File: config.mk
export PLATFORM = sky130hd
export DESIGN_NAME = prog_loader_flat
export DESIGN_NICKNAME = d
export VERILOG_FILES = /design/src/rtl/prog_loader_pkg.sv /design/src/rtl/prog_loader_if.sv /design/src/rtl/prog_loader.sv /design/src/flat_wrapper.sv
export SDC_FILE = /design/constraint.sdc
export NUM_CORES = 1
export LEC_CHECK = 0
export BUFFER_PORTS_ARGS = -buffer_cell sky130_fd_sc_hd__buf_2
export CAP_MARGIN = 30
export CORE_MARGIN = 4
export CORE_UTILIZATION = 54
export DETAILED_ROUTE_END_ITERATION = 8
export GPL_TIMING_DRIVEN = 0
export PLACE_DENSITY = 0.8
export SYNTH_ARGS = -nofsm -noshare
export SYNTH_HDL_FRONTEND = slang
export SYNTH_SLANG_ARGS = --single-unit
File: constraint.sdc
create_clock -name clock -period 2.7 [get_ports clock]
set_input_delay 0.54 -clock clock [delete_from_list [all_inputs] [get_ports clock]]
set_output_delay 0.54 -clock clock [all_outputs]
set_load 0.02 [all_outputs]
File: src/rtl/prog_loader_pkg.sv
// Shared types and constants for the program loader: state encoding and word geometry.
// The checksum option (PROG_LOADER_CHECKSUM_EN) is handled in prog_loader.sv.
package prog_loader_pkg;

   localparam int BYTES_PER_WORD = 4;

   typedef enum logic [2:0] {
      LS_IDLE  = 3'd0,
      LS_RECV  = 3'd1,
      LS_WRITE = 3'd2,
      LS_DONE  = 3'd3,
      LS_ERR   = 3'd4
   } loader_state_t;

endpackage : prog_loader_pkg

File: src/rtl/prog_loader_if.sv
// Stream input plus processor byte-load port of the program loader.
// master = loader side (drives the memory port, consumes the stream); slave = environment side.
interface prog_loader_if #(
   parameter int WIDTH = 32
);
   logic             in_valid;
   logic [WIDTH-1:0] in_data;
   logic             in_last;
   logic             in_ready;
   logic             memEn;
   logic [WIDTH-1:0] memAddr;
   logic [WIDTH-1:0] memData;

   modport master (
      input  in_valid, in_data, in_last,
      output in_ready, memEn, memAddr, memData
   );

   modport slave (
      output in_valid, in_data, in_last,
      input  in_ready, memEn, memAddr, memData
   );
endinterface : prog_loader_if

File: src/rtl/prog_loader.sv
// Serialises 32-bit stream words into little-endian byte writes and holds the CPU in reset while loading.
// Define PROG_LOADER_CHECKSUM_EN to treat the in_last word as a checksum of the written image.
module prog_loader
   import prog_loader_pkg::*;
#(
   parameter int WIDTH     = 32,
   parameter int MEM_DEPTH = 16384
) (
   input  logic                          clock,
   input  logic                          reset_n,
   input  logic                          start,
   prog_loader_if.master                 bus,
   output logic                          cpu_reset,
   output logic                          done,
   output logic                          error,
   output logic [$clog2(MEM_DEPTH/4):0]  word_count
);

   localparam int              WCW       = $clog2(MEM_DEPTH/4) + 1;
   localparam logic [WCW-1:0]  WC_FULL   = WCW'(MEM_DEPTH/4);
   localparam logic [1:0]      LAST_BYTE = 2'(BYTES_PER_WORD - 1);

   localparam logic [2:0] S_IDLE  = LS_IDLE;
   localparam logic [2:0] S_RECV  = LS_RECV;
   localparam logic [2:0] S_WRITE = LS_WRITE;
   localparam logic [2:0] S_DONE  = LS_DONE;
   localparam logic [2:0] S_ERR   = LS_ERR;

   logic [2:0]       state_q,      state_d;
   logic [1:0]       byte_idx_q,   byte_idx_d;
   logic [WIDTH-1:0] word_q,       word_d;
   logic             last_q,       last_d;
   logic [WCW-1:0]   word_count_q, word_count_d;
   logic             mem_en_q,     mem_en_d;
   logic [WIDTH-1:0] mem_addr_q,   mem_addr_d;
   logic [WIDTH-1:0] mem_data_q,   mem_data_d;
   logic             in_ready_q,   in_ready_d;
   logic             cpu_reset_q,  cpu_reset_d;
   logic             done_q,       done_d;
   logic             error_q,      error_d;
`ifdef PROG_LOADER_CHECKSUM_EN
   logic [WIDTH-1:0] sum_q,        sum_d;
`endif

   logic [1:0]       byte_nxt;
   logic [WIDTH-1:0] word_base;

   // Word base address comes from the word counter, so the load always starts at 0.
   assign byte_nxt  = byte_idx_q + 2'd1;
   assign word_base = WIDTH'(word_count_q) << 2;

   always_comb begin
      state_d      = state_q;
      byte_idx_d   = byte_idx_q;
      word_d       = word_q;
      last_d       = last_q;
      word_count_d = word_count_q;
      mem_en_d     = 1'b0;
      mem_addr_d   = mem_addr_q;
      mem_data_d   = mem_data_q;
      in_ready_d   = 1'b0;
      cpu_reset_d  = cpu_reset_q;
      done_d       = done_q;
      error_d      = error_q;
`ifdef PROG_LOADER_CHECKSUM_EN
      sum_d        = sum_q;
`endif
      case (state_q)
         S_IDLE, S_DONE, S_ERR: begin
            if (start) begin
               state_d      = S_RECV;
               word_count_d = '0;
               byte_idx_d   = '0;
               in_ready_d   = 1'b1;
               cpu_reset_d  = 1'b1;
               done_d       = 1'b0;
               error_d      = 1'b0;
`ifdef PROG_LOADER_CHECKSUM_EN
               sum_d        = '0;
`endif
            end
         end
         S_RECV: begin
            in_ready_d = 1'b1;
            if (bus.in_valid && in_ready_q) begin
               in_ready_d = 1'b0;
               if (word_count_q == WC_FULL) begin
                  state_d = S_ERR;
                  error_d = 1'b1;
               end
`ifdef PROG_LOADER_CHECKSUM_EN
               else if (bus.in_last) begin
                  // Checksum word is compared, never written.
                  if (bus.in_data == sum_q) begin
                     state_d     = S_DONE;
                     done_d      = 1'b1;
                     cpu_reset_d = 1'b0;
                  end else begin
                     state_d = S_ERR;
                     error_d = 1'b1;
                  end
               end
`endif
               else begin
                  state_d    = S_WRITE;
                  word_d     = bus.in_data;
                  last_d     = bus.in_last;
                  byte_idx_d = '0;
                  mem_en_d   = 1'b1;
                  mem_addr_d = word_base;
                  mem_data_d = WIDTH'(bus.in_data[7:0]);
               end
            end
         end
         S_WRITE: begin
            if (byte_idx_q == LAST_BYTE) begin
               word_count_d = word_count_q + 1'b1;
`ifdef PROG_LOADER_CHECKSUM_EN
               sum_d        = sum_q + word_q;
`endif
               if (last_q) begin
                  state_d     = S_DONE;
                  done_d      = 1'b1;
                  cpu_reset_d = 1'b0;
               end else begin
                  state_d    = S_RECV;
                  in_ready_d = 1'b1;
               end
            end else begin
               byte_idx_d = byte_nxt;
               mem_en_d   = 1'b1;
               mem_addr_d = mem_addr_q + 1'b1;
               mem_data_d = WIDTH'(word_q[{byte_nxt, 3'b000} +: 8]);
            end
         end
         default: state_d = S_IDLE;
      endcase
   end

   always_ff @(posedge clock or negedge reset_n) begin
      if (!reset_n) begin
         state_q      <= S_IDLE;
         byte_idx_q   <= '0;
         word_q       <= '0;
         last_q       <= 1'b0;
         word_count_q <= '0;
         mem_en_q     <= 1'b0;
         mem_addr_q   <= '0;
         mem_data_q   <= '0;
         in_ready_q   <= 1'b0;
         cpu_reset_q  <= 1'b1;
         done_q       <= 1'b0;
         error_q      <= 1'b0;
`ifdef PROG_LOADER_CHECKSUM_EN
         sum_q        <= '0;
`endif
      end else begin
         state_q      <= state_d;
         byte_idx_q   <= byte_idx_d;
         word_q       <= word_d;
         last_q       <= last_d;
         word_count_q <= word_count_d;
         mem_en_q     <= mem_en_d;
         mem_addr_q   <= mem_addr_d;
         mem_data_q   <= mem_data_d;
         in_ready_q   <= in_ready_d;
         cpu_reset_q  <= cpu_reset_d;
         done_q       <= done_d;
         error_q      <= error_d;
`ifdef PROG_LOADER_CHECKSUM_EN
         sum_q        <= sum_d;
`endif
      end
   end

   assign bus.in_ready = in_ready_q;
   assign bus.memEn    = mem_en_q;
   assign bus.memAddr  = mem_addr_q;
   assign bus.memData  = mem_data_q;
   assign cpu_reset    = cpu_reset_q;
   assign done         = done_q;
   assign error        = error_q;
   assign word_count   = word_count_q;

endmodule : prog_loader

File: src/flat_wrapper.sv
// flat-port wrapper written by rule: the top's interface ports become plain ports
module prog_loader_flat import prog_loader_pkg::*;
#(
   parameter int WIDTH     = 32,
   parameter int MEM_DEPTH = 16384
)
  (clock, reset_n, start, cpu_reset, done, error, word_count, bus_in_valid, bus_in_data, bus_in_last, bus_in_ready, bus_memEn, bus_memAddr, bus_memData);
  prog_loader_if #(.WIDTH(WIDTH)) bus_i ();
  input  logic clock;
  input  logic reset_n;
  input  logic start;
  output logic cpu_reset;
  output logic done;
  output logic error;
  output logic [$clog2(MEM_DEPTH/4):0] word_count;
  input wire logic [$bits(bus_i.in_valid)-1:0] bus_in_valid;
  input wire logic [$bits(bus_i.in_data)-1:0] bus_in_data;
  input wire logic [$bits(bus_i.in_last)-1:0] bus_in_last;
  output wire logic [$bits(bus_i.in_ready)-1:0] bus_in_ready;
  output wire logic [$bits(bus_i.memEn)-1:0] bus_memEn;
  output wire logic [$bits(bus_i.memAddr)-1:0] bus_memAddr;
  output wire logic [$bits(bus_i.memData)-1:0] bus_memData;
  assign bus_i.in_valid = bus_in_valid;
  assign bus_i.in_data = bus_in_data;
  assign bus_i.in_last = bus_in_last;
  assign bus_in_ready = bus_i.in_ready;
  assign bus_memEn = bus_i.memEn;
  assign bus_memAddr = bus_i.memAddr;
  assign bus_memData = bus_i.memData;
  prog_loader #(.WIDTH(WIDTH), .MEM_DEPTH(MEM_DEPTH)) u_core (.clock(clock), .reset_n(reset_n), .start(start), .bus(bus_i), .cpu_reset(cpu_reset), .done(done), .error(error), .word_count(word_count));
endmodule
==> out/results.md, run 1 <==
| Item | Reported |
|:---|:---|
| Sequential fraction of the synthesis area | 46.7% |
| Clock tree skew after final layout | 0.0119 ns |
| Run status | finished clean |
| Adder-cell share of the synthesized area | 0.972% |
| Total number of vias | 4397 |
| Buffers inserted by post-CTS timing repair | 0 |
| Die Width | 106 um |
| Worst slew margin | 48.8% |
| Via count of the first global-routing pass | 4387 |
| Synth Instances | 500 |
| Setup violations, final | 0 |
| Count of final hold-check violations | 0 |
| Starting utilization of the core area | 55.7% |
| Reg2Reg Depth | 8 |
| Most frequent standard cell in the layout excluding fill and tap cells | sky130_fd_sc_hd__buf_2 |
| Internal reg-to-reg setup slack | 0.27 ns |
| Post-Synth XOR/XNOR Area | 1.19% |
| Post-synthesis compound-gate area fraction | 13.9% |
| Layout Nets | 669 |
| Startpoint of the worst register-to-register path | u_core.state_q[2] |
| Total congestion overflow | 0 |
| R2R Path End | u_core.bus.memAddr[15] |
| Post-synthesis instance area | 0.00515 mm2 |
| Largest family of logic cells by synthesized area | simple AND/OR/NAND/NOR gates |
| Post-synthesis cell type count | 59 |
| Async set or reset register ratio after synthesis | 100% |
| DRC errors left | 0 |
| IO Pins | 119 |
| Number of buffers inserted during clock tree synthesis | 9 |
| Max-cap viol count | 0 |
| Number of filler instances in the final layout | 758 |
| Library cell used as clock root buffer | sky130_fd_sc_hd__clkbuf_8 |
| Path category of the worst min-delay check | input pin to async pin |
| Slew at the pin closest to its max-slew limit | 0.767 ns |
| Final cell count without fillers | 762 |
| Final core occ | 66.1% |
| Fin. max-slew vios | 0 |
| Fmax achieved | 411 MHz |
| Largest stage delay on the critical path | 0.49 ns |
| Element type at the critical path start | register |
| Slowest CP cell | sky130_fd_sc_hd__clkbuf_1 |
| Gr usage total | 23.4% |
| Skew-Pair Late Insertion Delay | 0.37 ns |
| Leakage Power | 0.00301 uW |
| Number of violations reported at the end of detailed-routing iteration 0 | 207 |
| Routed Antenna Nets | 0 |
| Setup TNS after final layout | 0 ns |
| Area growth syn-to-layout | 18.7% |
| Standard-cell rows | 35 |
| Crit end category | register |
| TritonCTS clock tree | built |
| Die outline height | 106 um |
| Crit Path Class | register to register |
| Req. time, crit path | 2.94 ns |
| IR drop worst, VDD | 552 uV |
| Top fanout value on the critical path | 10 |
| Unrepaired setup endpoints after global routing | false |
| Average wire per cell in the routed design | 16.8 um |
| Synthesis Warnings | 0 |
| Layout cell share with drive strength beyond 1 | 31.3% |
| Worst-case clock buffer depth | 2 |
| Worst-path cell chain | clkbuf_1 > nor3b_2 > nand2b_1 > clkbuf_1 > clkbuf_1 > a21oi_1 > o21ai_0 > o21ai_0 |
| Number of H-tree levels | 3 |
| Number of synthesized flops with an enable pin | 0 |
| Area share of the largest cell type after synthesis | 46.2% |
| Worst setup path endpoint | u_core.bus.memAddr[15] |
| Placeable core region | 0.00924 mm2 |
| Clk sink count | 96 |
| Cell Pwr Density | 932 mW/mm2 |
| Yosys top cell by area | sky130_fd_sc_hd__dfrtp_1 |
| Area of the die | 0.0112 mm2 |
| Post-synth top flop | sky130_fd_sc_hd__dfrtp_1 |
| Buffers on Ports | 94 |
| Number of vias per cell after detailed routing | 5.77 |
| Library cell appearing most often on the critical path | sky130_fd_sc_hd__clkbuf_1 |
| Minimum clock period after layout | 2.43 ns |
| Clock input transition at the sequential cells of the worst setup and hold paths | 0.09 ns |
| Largest net degree at the start of global routing | 59 |
| Diodes inserted | 0 |
| Number of instances in the placed design | 747 |
| Final Cycle Share | 90.1% |
| Timing startpoint of the critical path | u_core.state_q[2] |
| Mean instance size in the synthesized netlist | 10.3 um2 |
| Routed Wire Length | 12800 um |
| Mux share of post-synthesis cell area | 13.3% |
| Detailed-router iteration count before antenna repair | 5 |
| Quantity of gates resized following cts | 0 |
| RePlAce Congestion | 0.888 |
| Arrival @ worst endpoint | 2.67 ns |
| Hold Worst Slack | 0.136 ns |
| Fraction of the mapped netlist area in simple logic gates | 16.7% |
| Global-route wire length before repair | 21100 um |
| Flops & latches, synth | 96 |
| HPWL reported at the end of detailed placement | 9400 um |
| Dominant cells by area after synthesis | sky130_fd_sc_hd__dfrtp_1 (46%), sky130_fd_sc_hd__mux2_4 (8.2%), sky130_fd_sc_hd__o21ai_0 (3.9%), sky130_fd_sc_hd__buf_4 (3.6%), sky130_fd_sc_hd__mux4_2 (3.5%) |
| Antenna violations before repair | 0 |
| Commonest cells after routing, fill and taps aside | sky130_fd_sc_hd__buf_2 (100), sky130_fd_sc_hd__dfrtp_1 (95), sky130_fd_sc_hd__nor2_1 (44) |
## worst max-delay path, delay by kind of cell (launching register included)
kind	cells	cell delay (ns)
buffers and inverters	3	1.24
and+or+nand+nor	2	0.40
DFF	1	0.33
AOI/OAI and AO/OA	3	0.32
## state kept, by name (all words and copies together), names as in the netlist
name	count
u_core.last_q	1
u_core.bus.memAddr	32
u_core.byte_idx_q	2
u_core.word_count	13
u_core.error	1
u_core.state_q	3
u_core.bus.memEn	1
u_core.bus.in_ready	1
u_core.word_q	32
u_core.cpu_reset	1
u_core.done	1
u_core.bus.memData	8
## worst min path at each step
stage	start	endpoint	slack (ns)	cells after the start
6_report	reset_n	u_core.word_count[8]	0.14	1
3_3_place_gp	u_core.done	u_core.done	0.48	2
5_1_grt	reset_n	u_core.word_count[8]	0.17	1
2_1_floorplan	reset_n	u_core.bus.in_ready	0.24	0
3_5_place_dp	u_core.word_q[4]	u_core.word_q[4]	0.49	1
4_1_cts	reset_n	u_core.word_count[8]	0.15	1
## what timing repair did
action	in CTS	in global routing
hold buffers	0	0
hold endpoints to repair	0	0
endpoints found under the setup margin	0	2
## metal layers
metal / wire (um) / vias to the layer above / part of all wire, % / track usage [%]
li1: - / 2027 / - / -
met1: 5230 / 2156 / 41 / 29.4
met2: 6280 / 185 / 49 / 39.2
met3: 979 / 29 / 7.7 / 5.02
met4: 292 / 0 / 2.3 / 9.53
met5: 0 / - / 0 / 0
## report_power, final
part	total, uW	internal, uW	leakage, uW	switching [uW]
Combinational	2410	1090	0.00168	1320
Clock	1040	527	0.000111	514
Sequential	2240	1910	0.00122	337
Total	5700	3520	0.00301	2170
## synth_stat cells (6+ instances only)
master	count
sky130_fd_sc_hd__clkbuf_1	16
sky130_fd_sc_hd__nor3_1	6
sky130_fd_sc_hd__nand4_1	13
sky130_fd_sc_hd__inv_1	8
sky130_fd_sc_hd__xor2_1	6
sky130_fd_sc_hd__nor2_1	44
sky130_fd_sc_hd__mux4_2	8
sky130_fd_sc_hd__a31oi_1	21
sky130_fd_sc_hd__buf_4	25
sky130_fd_sc_hd__mux2_4	28
sky130_fd_sc_hd__a21o_1	6
sky130_fd_sc_hd__buf_2	7
sky130_fd_sc_hd__o21ai_0	40
sky130_fd_sc_hd__nand3_1	22
sky130_fd_sc_hd__and3_1	8
sky130_fd_sc_hd__dfrtp_1	95
sky130_fd_sc_hd__nand2_1	40
sky130_fd_sc_hd__a21oi_1	25
## kinds of logic (layout without fill, tap and decap cells)
logic type,after synthesis,count (layout)
AND/OR/NAND/NOR,167,167
multiplexers,44,44
AO/OA/AOI/OAI,119,119
XOR/XNOR,7,7
other,1,24
buffers and inverters,62,172
flip-flops,96,96
adder cells (fa/ha/maj),4,4
## through the flow
stage,setup slack (ns),power [uW],instance area [um2]
2_1_floorplan,0.705,3950,5240
3_3_place_gp,0.160,4550,5870
3_5_place_dp,0.298,4670,5900
4_1_cts,0.286,5710,6120
5_1_grt,0.0328,6020,6110
6_report,0.266,5700,6110
## final cells by class
type / instances / area, um2 / share of cell area, %
clock buffer: 10 / 128 / 2.09
multi-input combinational: 365 / 2470 / 40.3
sequential: 96 / 2400 / 39.3
buffer: 52 / 328 / 5.36
tap: 129 / 161 / 2.64
clock inverter: 6 / 91.3 / 1.49
timing repair buffer: 95 / 500 / 8.19
inverter: 9 / 33.8 / 0.553
Note: power is estimated with default switching activity, not from simulation.
==> inputs of run 2 (changes only) <==
--- a/config.mk
+++ b/config.mk
@@ -5,13 +5,14 @@
 export SDC_FILE = /design/constraint.sdc
 export NUM_CORES = 1
 export LEC_CHECK = 0
-export BUFFER_PORTS_ARGS = -buffer_cell sky130_fd_sc_hd__buf_2
+export ABC_CLOCK_PERIOD_IN_PS = 2700
 export CAP_MARGIN = 30
 export CORE_MARGIN = 4
-export CORE_UTILIZATION = 54
+export CORE_UTILIZATION = 55
 export DETAILED_ROUTE_END_ITERATION = 8
+export DONT_BUFFER_PORTS = 1
 export GPL_TIMING_DRIVEN = 0
-export PLACE_DENSITY = 0.8
+export PLACE_DENSITY = 0.7
 export SYNTH_ARGS = -nofsm -noshare
 export SYNTH_HDL_FRONTEND = slang
 export SYNTH_SLANG_ARGS = --single-unit
==> out/results.md, run 2 (synthesis gave the netlist of run 1 again) <==
| Item | Reported |
|:---|:---|
| Unrepaired setup endpoints after global routing | false |
| Setup TNS after final layout | 0 ns |
| Clock input transition at the sequential cells of the worst setup and hold paths | 0.11 ns |
| Detailed-router iteration count before antenna repair | 4 |
| Worst-case clock buffer depth | 2 |
| Commonest cells after routing, fill and taps aside | sky130_fd_sc_hd__dfrtp_1 (95), sky130_fd_sc_hd__nor2_1 (44), sky130_fd_sc_hd__nand2_1 (40), sky130_fd_sc_hd__o21ai_0 (40), sky130_fd_sc_hd__mux2_4 (28) |
| Number of buffers inserted during clock tree synthesis | 9 |
| Clk sink count | 96 |
| Skew-Pair Late Insertion Delay | 0.38 ns |
| DRC errors left | 0 |
| Library cell used as clock root buffer | sky130_fd_sc_hd__clkbuf_8 |
| Timing startpoint of the critical path | u_core.word_count[0] |
| IR drop worst, VDD | 549 uV |
| Global-route wire length before repair | 20800 um |
| Crit end category | register |
| Diodes inserted | 0 |
| Total congestion overflow | 0 |
| Area of the die | 0.0110 mm2 |
| Antenna violations before repair | 0 |
| Path category of the worst min-delay check | input pin to async pin |
| Final Cycle Share | 94.7% |
| Reg2Reg Depth | 8 |
| Clock tree skew after final layout | 0.0165 ns |
| Crit Path Class | register to register |
| Failing checks | negative hold slack |
| HPWL reported at the end of detailed placement | 9060 um |
| Slew at the pin closest to its max-slew limit | 0.826 ns |
| Die Width | 105 um |
| Buffers inserted by post-CTS timing repair | 0 |
| Top fanout value on the critical path | 10 |
| Layout Nets | 575 |
| R2R Path End | u_core.bus.memAddr[10] |
| TritonCTS clock tree | built |
| IO Pins | 119 |
| Cell Pwr Density | 973 mW/mm2 |
| Number of violations reported at the end of detailed-routing iteration 0 | 256 |
| Worst slew margin | 44.9% |
| Number of vias per cell after detailed routing | 6.03 |
| Leakage Power | 0.00256 uW |
| Hold Worst Slack | -0.157 ns |
| Routed Antenna Nets | 0 |
| Worst setup path endpoint | u_core.bus.memAddr[10] |
| Setup violations, final | 0 |
| Element type at the critical path start | register |
| Area growth syn-to-layout | 8.58% |
| Max-cap viol count | 0 |
| Run status | finished with violations |
| Total power of the final layout | 5440 uW |
| Final cell count without fillers | 650 |
| Placed standard-cell area | 0.00537 mm2 |
| Largest net degree at the start of global routing | 97 |
| Fin. max-slew vios | 0 |
| RePlAce Congestion | 0.889 |
| Minimum clock period after layout | 2.56 ns |
| Average wire per cell in the routed design | 19.5 um |
| Placeable core region | 0.00920 mm2 |
| Via count of the first global-routing pass | 3982 |
| Number of instances in the placed design | 634 |
| Total number of vias | 3920 |
| Fmax achieved | 391 MHz |
| Count of final hold-check violations | 95 |
| Standard-cell rows | 35 |
| Most frequent standard cell in the layout excluding fill and tap cells | sky130_fd_sc_hd__dfrtp_1 |
| Startpoint of the worst register-to-register path | u_core.word_count[0] |
| Req. time, crit path | 2.93 ns |
| Routed Wire Length | 12700 um |
| Gr usage total | 23.7% |
| Layout Cell Area excl Fill | 0.00559 mm2 |
| Buffers on Ports | 0 |
| Die outline height | 105 um |
| Internal reg-to-reg setup slack | 0.14 ns |
| Arrival @ worst endpoint | 2.78 ns |
| Layout cell share with drive strength beyond 1 | 19.5% |
| Starting utilization of the core area | 56.0% |
| Number of H-tree levels | 3 |
-- run 2: final cells by class --
cell class	instances	area [um2]
inverter	9	33.8
clock inverter	6	67.6
fill	772	3610
buffer	53	332
clock buffer	10	138
multi-input combinational	365	2480
tap	111	139
sequential	96	2400
-- run 2: where the power goes --
group / internal (uW) / switching (uW) / leakage, uW / total [uW]
combinational: 952 / 973 / 0.00124 / 1930
clock: 457 / 534 / 0.0000989 / 991
sequential: 1900 / 617 / 0.00122 / 2520
total: 3310 / 2120 / 0.00256 / 5440
-- run 2: worst min-delay path by stage --
| stage | slack [ns] | from | depth (start not counted) | end |
|---|---|---|---|---|
| finish | -0.16 | reset_n | 0 | u_core.bus.memAddr[20] |
| global route | -0.17 | reset_n | 0 | u_core.bus.memAddr[20] |
| CTS | -0.16 | reset_n | 0 | u_core.bus.memAddr[16] |
| detailed placement | 0.25 | reset_n | 0 | u_core.word_count[8] |
| global placement | 0.25 | reset_n | 0 | u_core.word_count[8] |
| floorplan | 0.24 | reset_n | 0 | u_core.bus.in_ready |
-- run 2: per-stage QoR --
stage	worst slack [ns]	hold WS [ns]	util [%]
6_report	0.143	-0.157	60.8
5_1_grt	0.0120	-0.169	60.8
2_1_floorplan	0.705	0.244	-
4_1_cts	0.157	-0.161	60.7
3_3_place_gp	0.242	0.247	58.4
3_5_place_dp	0.186	0.247	58.4
-- run 2: metal layers --
layer | up-vias | global-route usage [%] | wire (um)
li1 | 1831 | - | -
met1 | 1918 | 29.2 | 5030
met2 | 151 | 38.7 | 6190
met3 | 20 | 8.65 | 1300
met4 | 0 | 7.87 | 175
met5 | - | 0 | 0
-- run 2: critical path, stage by stage (launching register included) --
cell and delay, ns:
sky130_fd_sc_hd__dfrtp_1 0.50, sky130_fd_sc_hd__inv_1 0.16, sky130_fd_sc_hd__ha_1 0.16, sky130_fd_sc_hd__nor4b_1 0.21, sky130_fd_sc_hd__and3_1 0.32, sky130_fd_sc_hd__o21a_1 0.19, sky130_fd_sc_hd__buf_2 0.25, sky130_fd_sc_hd__clkbuf_1 0.43
sky130_fd_sc_hd__o21ai_0 0.20
-- run 2: repair_timing --
action	4_1_cts	5_1_grt
endpoints found under the setup margin	0	7
gates resized for setup	0	2
hold endpoints to repair	95	95
